`src/rtl/proc_err_monitor_if.sv`:
```
// Retire-stream and status bundle between the processor bench and its run monitor.
// Latency: none, plain wires.
// Backpressure: none; the retire stream is observed, never stalled.
// Ports (signals):
//   retire, retire_pc, halt               retire stream driven by the master
//   err, err_code, done, cycle_cnt,       run status driven by the slave (monitor)
//   instr_cnt
interface proc_err_monitor_if #(
  parameter int PC_W  = 32,
  parameter int CNT_W = 16
);
  logic             retire;
  logic [PC_W-1:0]  retire_pc;
  logic             halt;
  logic             err;
  logic [1:0]       err_code;
  logic             done;
  logic [CNT_W-1:0] cycle_cnt;
  logic [CNT_W-1:0] instr_cnt;

  modport master (
    output retire, retire_pc, halt,
    input  err, err_code, done, cycle_cnt, instr_cnt
  );

  modport slave (
    input  retire, retire_pc, halt,
    output err, err_code, done, cycle_cnt, instr_cnt
  );
endinterface

```
`src/rtl/proc_err_monitor.sv`:
```
// Run monitor: flags misaligned retire PC, retire starvation and cycle-budget overrun; flags halt completion.
// Latency: err/done/counters are registered, visible the cycle after the causing input.
// Backpressure: none; purely observes the retire stream.
// Ports:
//   clk        rising-edge clock
//   rst        synchronous reset, active-high; returns to HOLD from any state
//   mon        slave side of proc_err_monitor_if (retire stream in, err/done/counters out)
module proc_err_monitor #(
  parameter int TIMEOUT    = 16,
  parameter int MAX_CYCLES = 1000,
  parameter int PC_W       = 32,
  parameter int CNT_W      = 16
) (
  input  logic               clk,
  input  logic               rst,
  proc_err_monitor_if.slave  mon
);

  localparam int IDLE_W = $clog2(TIMEOUT) + 1;

  typedef enum logic [1:0] {
    S_HOLD   = 2'd0,
    S_RUN    = 2'd1,
    S_HALTED = 2'd2,
    S_ERROR  = 2'd3
  } state_t;

  state_t            state_q, state_d;
  logic              err_q, err_d;
  logic [1:0]        err_code_q, err_code_d;
  logic              done_q, done_d;
  logic [CNT_W-1:0]  cycle_cnt_q, cycle_cnt_d;
  logic [CNT_W-1:0]  instr_cnt_q, instr_cnt_d;
  logic [IDLE_W-1:0] idle_q, idle_d;

  logic misaligned;
  logic unused_pc_hi;

  // Only the low two PC bits matter for alignment.
  assign unused_pc_hi = ^mon.retire_pc[PC_W-1:2];
  assign misaligned   = mon.retire && (mon.retire_pc[1:0] != 2'b00);

  always_comb begin
    state_d     = state_q;
    err_d       = err_q;
    err_code_d  = err_code_q;
    done_d      = done_q;
    cycle_cnt_d = cycle_cnt_q;
    instr_cnt_d = instr_cnt_q;
    idle_d      = idle_q;

    case (state_q)
      S_HOLD: state_d = S_RUN;

      S_RUN: begin
        // Counting happens on every RUN cycle, including the one that ends the run.
        if (cycle_cnt_q != {CNT_W{1'b1}}) cycle_cnt_d = cycle_cnt_q + 1'b1;
        if (mon.retire) begin
          if (instr_cnt_q != {CNT_W{1'b1}}) instr_cnt_d = instr_cnt_q + 1'b1;
          idle_d = '0;
        end else begin
          // Cannot overflow: the timeout fault fires before idle reaches TIMEOUT.
          idle_d = idle_q + 1'b1;
        end

        // Priority chain: misalignment beats halt, halt beats both timers,
        // timeout beats budget.
        if (misaligned) begin
          state_d    = S_ERROR;
          err_d      = 1'b1;
          err_code_d = 2'b01;
        end else if (mon.retire && mon.halt) begin
          state_d = S_HALTED;
          done_d  = 1'b1;
        end else if (!mon.retire && (idle_q == IDLE_W'(TIMEOUT - 1))) begin
          state_d    = S_ERROR;
          err_d      = 1'b1;
          err_code_d = 2'b10;
        end else if (cycle_cnt_q == CNT_W'(MAX_CYCLES - 1)) begin
          state_d    = S_ERROR;
          err_d      = 1'b1;
          err_code_d = 2'b11;
        end
      end

      // HALTED and ERROR are terminal: everything holds until rst.
      default: ;
    endcase
  end

  always_ff @(posedge clk) begin
    if (rst) begin
      state_q     <= S_HOLD;
      err_q       <= 1'b0;
      err_code_q  <= 2'b00;
      done_q      <= 1'b0;
      cycle_cnt_q <= '0;
      instr_cnt_q <= '0;
      idle_q      <= '0;
    end else begin
      state_q     <= state_d;
      err_q       <= err_d;
      err_code_q  <= err_code_d;
      done_q      <= done_d;
      cycle_cnt_q <= cycle_cnt_d;
      instr_cnt_q <= instr_cnt_d;
      idle_q      <= idle_d;
    end
  end

  assign mon.err       = err_q;
  assign mon.err_code  = err_code_q;
  assign mon.done      = done_q;
  assign mon.cycle_cnt = cycle_cnt_q;
  assign mon.instr_cnt = instr_cnt_q;

endmodule

```
`src/flat_wrapper.sv`:
```
// flat-port wrapper written by rule: the top's interface ports become plain ports
module proc_err_monitor_flat 
#(
  parameter int TIMEOUT    = 16,
  parameter int MAX_CYCLES = 1000,
  parameter int PC_W       = 32,
  parameter int CNT_W      = 16
)
  (clk, rst, mon_retire, mon_retire_pc, mon_halt, mon_err, mon_err_code, mon_done, mon_cycle_cnt, mon_instr_cnt);
  proc_err_monitor_if #(.PC_W(PC_W), .CNT_W(CNT_W)) mon_i ();
  input  logic clk;
  input  logic rst;
  input wire logic [$bits(mon_i.retire)-1:0] mon_retire;
  input wire logic [$bits(mon_i.retire_pc)-1:0] mon_retire_pc;
  input wire logic [$bits(mon_i.halt)-1:0] mon_halt;
  output wire logic [$bits(mon_i.err)-1:0] mon_err;
  output wire logic [$bits(mon_i.err_code)-1:0] mon_err_code;
  output wire logic [$bits(mon_i.done)-1:0] mon_done;
  output wire logic [$bits(mon_i.cycle_cnt)-1:0] mon_cycle_cnt;
  output wire logic [$bits(mon_i.instr_cnt)-1:0] mon_instr_cnt;
  assign mon_i.retire = mon_retire;
  assign mon_i.retire_pc = mon_retire_pc;
  assign mon_i.halt = mon_halt;
  assign mon_err = mon_i.err;
  assign mon_err_code = mon_i.err_code;
  assign mon_done = mon_i.done;
  assign mon_cycle_cnt = mon_i.cycle_cnt;
  assign mon_instr_cnt = mon_i.instr_cnt;
  proc_err_monitor #(.TIMEOUT(TIMEOUT), .MAX_CYCLES(MAX_CYCLES), .PC_W(PC_W), .CNT_W(CNT_W)) u_core (.clk(clk), .rst(rst), .mon(mon_i));
endmodule
```
`config.mk`:
```
export PLATFORM = sky130hd
export DESIGN_NAME = proc_err_monitor_flat
export DESIGN_NICKNAME = d
export VERILOG_FILES = /design/src/rtl/proc_err_monitor_if.sv /design/src/rtl/proc_err_monitor.sv /design/src/flat_wrapper.sv
export SDC_FILE = /design/constraint.sdc
export NUM_CORES = 1
export LEC_CHECK = 0
export ABC_AREA = 0
export CAP_MARGIN = 20
export CORE_ASPECT_RATIO = 1.2
export CORE_UTILIZATION = 45
export DETAILED_ROUTE_END_ITERATION = 8
export PLACE_DENSITY = 0.82
export SETUP_SLACK_MARGIN = 0.2
export SYNTH_ARGS = -nofsm -noshare
export SYNTH_HDL_FRONTEND = slang
export SYNTH_SLANG_ARGS = --single-unit
```
`constraint.sdc`:
```
create_clock -name clk -period 5.1 [get_ports clk]
set_input_delay 0.51 -clock clk [delete_from_list [all_inputs] [get_ports clk]]
set_output_delay 0.51 -clock clk [all_outputs]
set_load 0.01 [all_outputs]
```
==> metrics <==
DR WL/cell=13.9 µm; crit path DAT=between 2000 and 3000 ps; endpoints failing setup=0; DRC=0; maximum capacitance violations=0; final number of max-transition violations=0; pre-CTS setup slack=approximately 2000 ps; ANT cells=0; antenna violations before repair=0; RSZ-0062 raised after global routing=false; Fin Hold WS=487 ps; CTS resizes=0; die extent in x=65.1 µm; post-synth net total=slightly above 300; syn avg cell area=8.18 µm²; Clock Sinks=43; Post-Layout Cell Count=358; post-synthesis async set-or-reset flop share=0; Post-synth top flop=dfxtp_1; share of post-route cells with drive strength above 1=0.0633; first-pass GRT wire length=8640 µm; Starting Density=0.468; Die H=around 78 µm; pwr dens=240 nW/µm²; worst skew pair latency=roughly 300 ps; most instantiated cells after synthesis=dfxtp_1 (43), a21oi_1 (33), nor2_1 (20), nand2_1 (15), or4_1 (15); row cnt=27; dpl cells=351; CP max stage delay=710 ps; Slowest-stage cell, CP=clkdlybuf4s50_1; Worst Hold Class=reg2reg; Post-CTS Repair Setup Buffers=0; TritonCTS buffer count=5; Critical Path Start Type=input port; Synth Warn #=0; Final Hold Vio Count=0; Core Region=4590 µm²; hold bufs inserted after CTS=0; Worst-path clk slew=80 ps; Post-synth EDFFs=0; Cell Area, Synth=2150 µm²; DR iter-0 viols=154; leakage power figure=0.865 nW; post-synthesis sequential area ratio=0.400; H-tree levels=2; total grt overflow=0; total wire length=4980 µm; Post-DP Area=2610 µm²; most frequent cell after synthesis=dfxtp_1; Synth Area in Compound Gates=0.179; first-pass detailed-route iteration total=4; critical path buffer and inverter count=1; routed vias=2152; CP Capture Type=flip-flop; Via density=6.01; simple-gate share of the synthesized area=0.322; CP max FO=13; Power Total=649 µW; adder-cell share of the synthesized area=0.0233; final net count=340; CTS tree=built; cells after synthesis=263; Synth Area in XOR/XNOR=0.00407; Final ANT Viol Nets=0; number of global-route vias before repair=1914; I/O pin count=between 70 and 80; Filler Cells Inserted=435; final period utilization=0.545; Worst Slack Setup Final=around 2300 ps; Netlist cell types=37; top-area cell type share of the netlist area=0.400; Achievable Freq=360 MHz; crit path time final=2780 ps; Layout area overhead=25.9%; worst rel slew slack=0.480; status=completed; CP Cell Sequence=clkdlybuf4s50_1 > nand3b_1 > or4_1 > nor4_1 > mux2_2; Clock Tree Buf Depth=2; crit path launch=mon_retire; gpl congestion=just under 0.8; worst reg2reg startpoint=u_core.state_q[0]; proportion of synthesized area in mux cells=0.0314; crit path kind=in2reg; fin util=0.590; clock skew=5.80 ps; synth top area cells=dfxtp_1 (40%), a21oi_1 (7.7%), or4_1 (5.2%); design area=2710 µm²; die footprint=roughly 5100 µm²; All-Layer GR Usage=0.216; # port buffers=just over 40; #FFs+latches synth=43; setup TNS=0 ps; main combinational cell family by area after synthesis=simple AND/OR/NAND/NOR gates; Hold Startpoint=u_core.mon.err_code[1]; detailed placement HPWL=3450 µm; largest net degree at the start of global routing=51; Synth area leader=dfxtp_1; peak supply drop=between 0.0001 and 0.00015 V; slew at the pin closest to its max-slew limit=779 ps; root buf cell=clkbuf_8; Crit path max-delay family=simple AND/OR/NAND/NOR gates; WP data required=~5300 ps
## placed cells by master (no fill, tap or decap)
cell             synthesis  final
or2_2                    1      1
clkdlybuf4s50_1          0     41
inv_1                    8      8
nand3b_1                 4      4
and3b_1                  1      1
nor2_1                  20     20
a211oi_1                 1      1
nor3_1                   6      6
mux2_2                   6      6
nand2b_1                 3      3
nand2_1                 15     15
nand4_2                  1      1
nor2b_1                  7      7
o41ai_1                  2      2
o22ai_1                  1      1
nand4b_1                 1      1
and2_1                   1      1
buf_4                    0      3
ha_1                     4      4
nand4_1                  7      7
o21ai_0                 14     14
nor4b_1                  2      2
and4_1                   2      2
clkbuf_8                 0      5
nor4_1                   8      7
or4b_2                   1      1
bufinv_16                0      1
xor2_1                   1      1
clkbuf_1                 8      1
or4_1                   15     15
dfxtp_1                 43     43
o21ai_1                  1      1
and3_1                   2      2
a21oi_1                 33     33
or3_1                   13     13
o311ai_0                 2      2
o31ai_1                 12     12
nand3_1                 10     10
nor4_2                   0      1
a31oi_1                  1      1
## tightest hold or removal path: cells and delay by family (launching register included)
kind	cells	cell delay (ps)
flip-flops	1	330
buffers and inverters	1	60
AO/OA/AOI/OAI	1	60
## worst paths after layout
path                                   end  slack [ps]  depth (start not counted)
hold reg to reg     u_core.mon.err_code[1]         490                          2
setup / recovery  u_core.mon.instr_cnt[15]        2320                          5
setup reg to reg  u_core.mon.cycle_cnt[11]        2830                          4
hold / removal      u_core.mon.err_code[1]         490                          2
## state kept, by name (all words and copies together), names as in the netlist
signal                flops
u_core.mon.instr_cnt     16
u_core.mon.done           1
u_core.state_q            2
u_core.idle_q             5
u_core.mon.err            1
u_core.mon.err_code       2
u_core.mon.cycle_cnt     16
## kinds of logic after synthesis
group                      Yosys count
xor gates and xnor gates             1
muxes                                6
buffers and inverters               22
adders and majority gates            4
AOI/OAI and AO/OA                   67
and+or+nand+nor                    120
DFF                                 43
## power by group
group          total (mW)  internal, mW  switching (mW)  leakage, nW
registers           0.347         0.341         0.00566        0.348
clock network       0.259         0.144           0.115       0.0513
logic              0.0437        0.0179          0.0258        0.466
## area by class of cell
type                       count  area (µm²)  area share
clock buffer                   6        72.6      0.0268
clock inverter                 1        30.0      0.0111
inverter                       8        30.0      0.0111
multi-input combinational    198        1210       0.447
sequential                    43         861       0.318
tap                           58        72.6      0.0268
timing repair buffer          44         433       0.160
## routing by layer
layer | vias to the layer above | wire length (µm) | global-route usage
li1 | 1064 | - | -
met1 | 1025 | 2190 | 0.262
met2 | 51 | 2460 | 0.354
met3 | 12 | 244 | 0.0559
met4 | 0 | 88 | 0.0978
met5 | - | 0 | 0
Power figures use the tool's default switching activity.
